**src/rtl/csr_machine.sv**
```systemverilog
// Machine-mode CSR file for the RV64 core: CSR access, trap entry/mret update, redirect target.
// Optional mcycle/minstret counters are compiled in with `define CSR_COUNTERS_EN.
module csr_machine #(
   parameter int unsigned N        = 64,
   parameter logic [N-1:0] MISA_VAL = N'(64'h8000_0000_0000_0100)
) (
   input  logic         clk,
   input  logic         reset,
   input  logic [1:0]   csr_op,
   input  logic [11:0]  csr_addr,
   input  logic [N-1:0] csr_wdata,
   input  logic         csr_src_zero,
   output logic [N-1:0] csr_rdata,
   output logic         csr_illegal,
   input  logic [N-1:0] irq_pending,
   input  logic         trap_valid,
   input  logic [N-1:0] trap_cause,
   input  logic [N-1:0] trap_pc,
   input  logic [N-1:0] trap_tval,
   input  logic         mret,
   input  logic         retire,
   output logic [N-1:0] redirect_pc,
   output logic         mstatus_mie,
   output logic [N-1:0] mie_out
);

   localparam logic [1:0]  OP_NONE = 2'b00;
   localparam logic [1:0]  OP_RW   = 2'b01;
   localparam logic [1:0]  OP_RS   = 2'b10;
   localparam logic [1:0]  OP_RC   = 2'b11;

   localparam logic [11:0] A_MSTATUS  = 12'h300;
   localparam logic [11:0] A_MISA     = 12'h301;
   localparam logic [11:0] A_MIE      = 12'h304;
   localparam logic [11:0] A_MTVEC    = 12'h305;
   localparam logic [11:0] A_MSCRATCH = 12'h340;
   localparam logic [11:0] A_MEPC     = 12'h341;
   localparam logic [11:0] A_MCAUSE   = 12'h342;
   localparam logic [11:0] A_MTVAL    = 12'h343;
   localparam logic [11:0] A_MIP      = 12'h344;
   localparam logic [11:0] A_MHARTID  = 12'hF14;
   localparam logic [11:0] A_MCYCLE   = 12'hB00;
   localparam logic [11:0] A_MINSTRET = 12'hB02;

   localparam logic [N-1:0] LOW2_CLR = ~N'(3);

   logic         mst_mie_q, mst_mie_d, mst_mpie_q, mst_mpie_d;
   logic [N-1:0] mie_q, mie_d, mtvec_q, mtvec_d, mscratch_q, mscratch_d;
   logic [N-1:0] mepc_q, mepc_d, mcause_q, mcause_d, mtval_q, mtval_d;
   logic [N-1:0] mcycle_q, mcycle_d, minstret_q, minstret_d;

   logic [N-1:0] mstatus_rd, wval, tvec_base;
   logic         known, read_only, wr_req, wr_en;

   always_comb begin
      mstatus_rd        = '0;
      mstatus_rd[3]     = mst_mie_q;
      mstatus_rd[7]     = mst_mpie_q;
      mstatus_rd[12:11] = 2'b11;
   end

   // Address decode and combinational read of the old value
   always_comb begin
      csr_rdata = '0;
      known     = 1'b1;
      read_only = 1'b0;
      case (csr_addr)
         A_MSTATUS:  csr_rdata = mstatus_rd;
         A_MISA:     begin csr_rdata = MISA_VAL; read_only = 1'b1; end
         A_MIE:      csr_rdata = mie_q;
         A_MTVEC:    csr_rdata = mtvec_q;
         A_MSCRATCH: csr_rdata = mscratch_q;
         A_MEPC:     csr_rdata = mepc_q;
         A_MCAUSE:   csr_rdata = mcause_q;
         A_MTVAL:    csr_rdata = mtval_q;
         A_MIP:      begin csr_rdata = irq_pending; read_only = 1'b1; end
         A_MHARTID:  read_only = 1'b1;
`ifdef CSR_COUNTERS_EN
         A_MCYCLE:   csr_rdata = mcycle_q;
         A_MINSTRET: csr_rdata = minstret_q;
`endif
         default:    known = 1'b0;
      endcase
   end

   // RS/RC from x0 or imm=0 are pure reads and therefore legal on read-only CSRs
   always_comb begin
      wr_req      = (csr_op == OP_RW) || (csr_op != OP_NONE && !csr_src_zero);
      csr_illegal = (csr_op != OP_NONE) && (!known || (read_only && wr_req));
      wr_en       = wr_req && known && !read_only && !trap_valid;
      case (csr_op)
         OP_RS:   wval = csr_rdata | csr_wdata;
         OP_RC:   wval = csr_rdata & ~csr_wdata;
         default: wval = csr_wdata;
      endcase
   end

   // Next state: trap suppresses mret and writes; mret overrides a write to mstatus
   always_comb begin
      mst_mie_d  = mst_mie_q;
      mst_mpie_d = mst_mpie_q;
      mie_d      = mie_q;
      mtvec_d    = mtvec_q;
      mscratch_d = mscratch_q;
      mepc_d     = mepc_q;
      mcause_d   = mcause_q;
      mtval_d    = mtval_q;
      mcycle_d   = mcycle_q + N'(1);
      minstret_d = retire ? minstret_q + N'(1) : minstret_q;
      if (trap_valid) begin
         mepc_d     = trap_pc & LOW2_CLR;
         mcause_d   = trap_cause;
         mtval_d    = trap_tval;
         mst_mpie_d = mst_mie_q;
         mst_mie_d  = 1'b0;
      end else begin
         if (wr_en) begin
            case (csr_addr)
               A_MSTATUS:  begin mst_mie_d = wval[3]; mst_mpie_d = wval[7]; end
               A_MIE:      mie_d = wval;
               A_MTVEC:    mtvec_d = wval[1] ? (wval & LOW2_CLR) : wval;
               A_MSCRATCH: mscratch_d = wval;
               A_MEPC:     mepc_d = wval & LOW2_CLR;
               A_MCAUSE:   mcause_d = wval;
               A_MTVAL:    mtval_d = wval;
               A_MCYCLE:   mcycle_d = wval;
               A_MINSTRET: minstret_d = wval;
               default:    ;
            endcase
         end
         if (mret) begin
            mst_mie_d  = mst_mpie_q;
            mst_mpie_d = 1'b1;
         end
      end
   end

   always_ff @(posedge clk or posedge reset) begin
      if (reset) begin
         mst_mie_q  <= 1'b0;
         mst_mpie_q <= 1'b0;
         mie_q      <= '0;
         mtvec_q    <= '0;
         mscratch_q <= '0;
         mepc_q     <= '0;
         mcause_q   <= '0;
         mtval_q    <= '0;
      end else begin
         mst_mie_q  <= mst_mie_d;
         mst_mpie_q <= mst_mpie_d;
         mie_q      <= mie_d;
         mtvec_q    <= mtvec_d;
         mscratch_q <= mscratch_d;
         mepc_q     <= mepc_d;
         mcause_q   <= mcause_d;
         mtval_q    <= mtval_d;
      end
   end

`ifdef CSR_COUNTERS_EN
   always_ff @(posedge clk or posedge reset) begin
      if (reset) begin
         mcycle_q   <= '0;
         minstret_q <= '0;
      end else begin
         mcycle_q   <= mcycle_d;
         minstret_q <= minstret_d;
      end
   end
`else
   logic [2*N-1:0] unused_counters;
   assign mcycle_q        = '0;
   assign minstret_q      = '0;
   assign unused_counters = {mcycle_d, minstret_d};
`endif

   // Vectored mode offsets only interrupts; exceptions always go to the base
   always_comb begin
      tvec_base = mtvec_q & LOW2_CLR;
      if (!trap_valid)
         redirect_pc = mepc_q;
      else if (mtvec_q[1:0] == 2'b01 && trap_cause[N-1])
         redirect_pc = tvec_base + N'({trap_cause[5:0], 2'b00});
      else
         redirect_pc = tvec_base;
   end

   assign mstatus_mie = mst_mie_q;
   assign mie_out     = mie_q;

endmodule

```
**config.mk**
```make
export PLATFORM = sky130hd
export DESIGN_NAME = csr_machine
export DESIGN_NICKNAME = d
export VERILOG_FILES = /design/src/rtl/csr_machine.sv
export SDC_FILE = /design/constraint.sdc
export NUM_CORES = 1
export LEC_CHECK = 0
export BUFFER_PORTS_ARGS = -buffer_cell sky130_fd_sc_hd__buf_4
export CORE_AREA = 2 2 256 258
export CTS_CLUSTER_DIAMETER = 40
export DETAILED_ROUTE_END_ITERATION = 12
export DIE_AREA = 0 0 258 260
export GPL_ROUTABILITY_DRIVEN = 1
export GPL_TIMING_DRIVEN = 0
export PLACE_DENSITY = 0.61
export RECOVER_POWER = 100
export SYNTH_ARGS = -nofsm -noshare
export SYNTH_HDL_FRONTEND = slang
export SYNTH_SLANG_ARGS = --single-unit
```
**constraint.sdc**
```tcl
create_clock -name clk -period 12.75 [get_ports clk]
set_clock_uncertainty 0.2 [all_clocks]
set_input_delay 0 -clock clk [delete_from_list [all_inputs] [get_ports clk]]
set_output_delay 0 -clock clk [all_outputs]
set_load 0.01 [all_outputs]
```
* After elaboration in Yosys (flattened, before gate mapping)
Index checks and enable logic that the tools add are counted.
** Cells by class
- Reductions and logical operators :: 29
- Eq/ne operators :: 14
- Add/sub/neg operators :: 1
- Mux-type cells :: 24
- Bitwise logic cells :: 4
** Operator list (number)
- 2-to-1 mux 64 bit :: 11
- one-hot mux 64 bit (9 select lines) :: 1
- one-hot mux 64 bit (2 select lines) :: 1
- equality test 12 x 10 -> 1 bit, second input constant :: 9
- adder 64 x 8 -> 64 bit :: 1
- AND 64 bit :: 1
- NOT 64 bit :: 1
- OR 64 bit :: 1
- equality test 12 bit, second input constant :: 1
- 2-to-1 mux 1 bit :: 11
- nonzero test 2 bit :: 5
- OR reduction 10 bit :: 1
- AND reduction 3 bit :: 3
- AND reduction 2 bit :: 4
- logical AND 1 bit :: 7
- nonzero test 3 bit :: 2
- equality test 2 x 1 -> 1 bit, second input constant :: 2
- equality test 2 bit, second input constant :: 2
- zero test 1 bit :: 4
- OR reduction 3 bit :: 1
- logical OR 1 bit :: 2
- NOT 1 bit :: 1
** Word-level totals
- Input port bits :: 340
- Word-level logic and storage cells :: 80
- Output and inout port bits :: 194
- Flip-flop bits (word level) :: 386

* Logic depth before layout (Yosys ltp)
- Depth after elaboration :: 9
- Mapped depth :: 10
- Depth with buffers taken out :: 8

* Worst setup path after synthesis
Ideal clock, no wire load.
- Kind :: register to output
- Start :: reg mtvec_q[4]
- End :: out redirect_pc[57]
- Data arrival time :: 2327 ps
- Slack :: 10223 ps
- Stages on the path, launching flop included :: 9
- Data required time :: 12550 ps
- Path buffers :: 1
- Cells stage by stage :: dfrtp_1 ha_1 and3_1 a22o_1 a31oi_1 clkbuf_1 nor3_1 xor2_1 a21o_1
** Between the ends
- Cells in the longest elaborated chain, start to end :: 3
** RTL lines
- start, declared :: RTL line 48 : logic [N-1:0] mie_q, mie_d, mtvec_q, mtvec_d, mscratch_q, mscratch_d;
- start signal, assigned :: RTL line 152 : mtvec_q <= mtvec_d;
- adder 64 x 8 -> 64 bit :: RTL line 183 : redirect_pc = tvec_base + N'({trap_cause[5:0], 2'b00});
- 2-to-1 mux 64 bit :: RTL line 182 : else if (mtvec_q[1:0] == 2'b01 && trap_cause[N-1])
- 2-to-1 mux 64 bit :: RTL line 180 : if (!trap_valid)
- end, declared :: RTL line 22 : output logic [N-1:0] redirect_pc,
Every way passes these cells.

* Worst setup path after layout
- Start :: in csr_addr[0]
- End :: reg mepc_q[29]
** Between the ends
- Cells in the longest elaborated chain, start to end :: 8
- Elaborated cells on any way between the ends :: 28
- Classes of those cells :: eq/ne (10); mux (7); bitwise (2); reduce/logical (9)
** RTL lines
- start, declared :: RTL line 10 : input logic [11:0] csr_addr,
- branches (longest 8 deep; another with one-hot mux 64 bit (9 select lines))
- end signal, assigned :: RTL line 154 : mepc_q <= mepc_d;
- end, declared :: RTL line 49 : logic [N-1:0] mepc_q, mepc_d, mcause_q, mcause_d, mtval_q, mtval_d;
Several ways; the timed one is not identified. The select of a mux whose other input is x is not followed.
A chain may end at the register's enable or synchronous reset.

==> impl_metrics.yaml <==
critical_path:
  rr_worst_depth: 7
  endpoint_kind: "register"
  cp_data_arrival_time_ps: 7110
  regToRegStartpoint: "mie_out[63]"
  setup.reg_to_reg.worst_slack_ps: 9110
  critical_path.reg2reg.endpoint: "mtval_q[63]"
  timing_worst_setup_path_type: "in2reg"
  timing.critical_path.from_type: "input port"
  cp_max_fo: 10
  critPathRequiredTime_ps: 13040
status:
  failed_checks: "capacitance limit, slew limit"
  outcome: "finished with violations"
sta:
  final.hold.worst_slack_ps: 18.44
  timing.max_slew.rel_slack_pct: -101.9
  clock.fmax_mhz: 146.6
  finalCriticalPeriod_ps: 6822
  post_route_clock_period_utilization_pct: 53.51
  worst_margin_slew_ps: 3001
  drv_slew: 126
  finalSetupViolations: 0
  finalHoldViolCount: 0
  grt_setup_unrepaired: "no"
routing:
  drt-vias-per-instance: 6.169
  total_drc_errors_in_the_routed_layout: 0
  drt_pre_antenna_iters: 6
  initialDrtViolationCount: 3714
  routedWlPerCell_um: 30.68
  detail_route.wirelength_um: 140100
  via_count: 28170
  antenna_left: 0
global_routing:
  antenna_found_initial: 8
  first_global_vias: 28310
  global_route.overflow_total: 0
  maximum_number_of_pins_on_one_net_before_global_route_repair: 125
  tot_gr_track_use_pct: 40.55
  grt_first_pass_wirelength_um: 196400
finish:
  finalCoreUtilization_pct: 54.20
  filler_cell_count: 6020
  post_route_cells_drive_above_1_share_pct: 15.73
  postLayoutCellArea_sq_um: 34750
  final-instance-count-excl-fill: 4566
  nNetsFinal: 3993
  synthToLayoutAreaGrowth_pct: 55.65
clock_tree:
  worst_setup_hold_path_clk_slew_ps: 50
  cts_root_buffer: "clkbuf_16"
  cts-buffers-inserted: 74
  clkLatencyLatePin_ps: 610
  htree_levels: 3
  buffer_depth_of_the_longest_clock_path: 3
  ctsResizeCount: 0
  numClockSinks: 383
  tritoncts: "yes"
  cts_hold_buf: 534
  post-cts-setup-buffers: 0
pwr:
  p_int_mw: 2.975
  power_switching_share_pct: 27.35
  p_clk_share_pct: 52.1
  finalPower_mw: 4.094
  vdd_ir_drop_max_uv: 76.08
  combinational_power_share_pct: 16.0
  power.net_switching_mw: 1.120
  p_leak_nw: 15.17
  power.sequential.fraction_pct: 31.9
  p_per_area_nw_per_um2: 117.8
place:
  globalplace.congestion: 0.9887
  io_buffers: 527
  dp_hpwl_um: 98130
  dpl-instance-area_sq_um: 27550
  placedCellCount: 3890
synthesis:
  ys.flop_type: "dfrtp_1"
  synth_enable_flop_cells: 0
  yosysWarnings: 0
  postSynthCellCount: 2500
  mean_syn_cell_area_sq_um: 8.930
  syn-cell-area_sq_um: 22330
  synth-seq-area-share_pct: 42.93
  synth-seq-cells: 383
  async_s_r_ff_share_synth_pct: 100.0
  ys_types: 72
floorplan:
  start_util_pct: 34.82
  total_die_area_sq_um: 67080
  num_rows: 93
  die-height_um: 260
  horiz_die_dim_um: 258
  ioPinCount: 534
  core-area_sq_um: 64120
min_path:
  min_delay_path_depth: 4
  worstHoldPathType: "in2reg"
  hold_end: "mtval_q[7]"
  hp-start: "trap_tval[7]"
flow_run:
  drv.max_cap_violation_count: 10
[layout make-up]
class                   instances  area, sq um  area share (%)
clock buffers                  83         1937           5.574
flip-flops and latches        383         9584           27.58
repair buffers               1069         8738           25.15
clock inverters                53        729.5           2.099
diodes                          5        12.51         0.03601
multi-input cells            1870        11720           33.72
plain buffers                 204        794.5           2.286
well taps                     855         1070           3.079
inverters                      44        166.4          0.4789
[how the worst max path moves through the flow]
stage,startpoint,endpoint,slack (ps)
6_report,csr_addr[0],mepc_q[29],5930
5_1_grt,csr_addr[0],mepc_q[29],6360
4_1_cts,mtvec_q[10],redirect_pc[58],8100
3_5_place_dp,csr_addr[0],mcause_q[63],8390
3_3_place_gp,reset,mtval_q[60],-2880
2_1_floorplan,reset,mcause_q[0],1910
[cells in the mapped netlist (4+ instances only)]
master     instances  share of area [%]
a21oi_1          140                3.1
or3_1              8               0.22
mux4_2            26                2.6
nand4_1           27               0.76
clkbuf_1         156                2.6
xor2_1            31                1.2
a22oi_1           76                2.6
a21boi_0          12               0.40
nand2b_1           4               0.11
a32oi_1            4               0.16
mux2i_1           81                3.6
a21o_1            52                1.7
a31oi_1           40                1.1
ha_1               6               0.34
nand2_1          338                5.7
a22o_1             6               0.24
inv_1             44               0.74
o21bai_1          12               0.40
o31ai_1            4               0.13
and3_1            44                1.2
mux2_2            48                2.4
nor4_4             6               0.57
o21ai_0          341                7.6
o21ai_1           15               0.34
buf_4              7               0.24
buf_2             25               0.56
dfrtp_1          383                 43
o2bb2ai_1         19               0.75
a211oi_1          64                2.2
nor3_1            40               0.90
nor2_1           120                2.0
a221o_1           24                1.1
a21boi_1          15               0.50
nor4b_1            5               0.20
o22ai_1            5               0.14
nand3_1           29               0.65
nor4_1            44                1.2
o211ai_1           6               0.20
xnor2_1           25               0.98
buf_1             16               0.27
nor2b_1           73                2.0
a221oi_1          30                1.2
and2_1             6               0.17
[stage by stage]
step	setup WS [ps]	TNS, ps
2_1_floorplan	1908	0
3_5_place_dp	8389	0
4_1_cts	8104	0
6_report	5928	0
5_1_grt	6364	0
3_3_place_gp	-2883	-1076960
[logic make-up after synthesis]
| group | synth area share, % |
|---|---|
| flip-flops | 42.93 |
| AND/OR/NAND/NOR | 16.78 |
| XOR/XNOR | 2.197 |
| multiplexers | 8.676 |
| buffers and inverters | 4.428 |
| adder cells (fa/ha/maj) | 0.4259 |
| other | 0.01680 |
| AO/OA/AOI/OAI | 24.55 |
[power by group through the flow]
stage	sequential, mW	clock (mW)	combinational [mW]
global route	1.31	2.19	0.684
global placement	1.32	0	0.470
CTS	1.30	2.13	0.645
floorplan	1.31	0	0.230
detailed placement	1.32	0	0.480
finish	1.31	2.13	0.656
[metal layers]
metal / GRT usage, % / share of wire (%) / vias up
li1: - / - / 11500
met1: 50.50 / 37 / 13800
met2: 61.12 / 43 / 2286
met3: 11.74 / 12 / 571
met4: 27.18 / 7.5 / 8
met5: 0 / 0.025 / -
[sequential cells by signal, summed over array words and instances, names as in the netlist]
register     flops
mstatus_mie      1
mscratch_q      64
mtvec_q         63
mie_out         64
mcause_q        64
mtval_q         64
mst_mpie_q       1
mepc_q          62
[placed cells by master (no fill, tap or decap), types with 11 or more instances in the layout]
cell,netlist,layout
nand3_1,29,29
nand4_1,27,27
dlygate4sd3_1,0,534
buf_2,25,11
inv_1,44,43
o2bb2ai_1,19,19
a31oi_1,40,40
nor4_1,44,45
clkbuf_1,156,368
a21oi_1,140,139
nand2_1,338,338
a211oi_1,64,64
a21o_1,52,52
dfrtp_1,383,383
mux2_2,48,47
buf_1,16,14
nor2b_1,73,73
buf_4,7,343
a21boi_0,12,27
bufinv_16,0,13
o21ai_0,341,356
o21bai_1,12,12
a221o_1,24,24
a22oi_1,76,76
clkbuf_16,0,75
xnor2_1,25,25
mux4_2,26,26
nor2_1,120,120
a221oi_1,30,30
xor2_1,31,31
nor3_1,40,39
and3_1,44,44
mux2i_1,81,81
[worst max-delay path, cell delays in order]
cell and delay (ps):
clkbuf_1 330, clkbuf_1 930, nor2b_1 680, o2bb2ai_1 200, a22oi_1 230, nor4_1 2340
clkbuf_1 890, clkbuf_1 700, a21oi_1 180, dlygate4sd3_1 600
No activity file was read; power rests on OpenSTA's default activity.
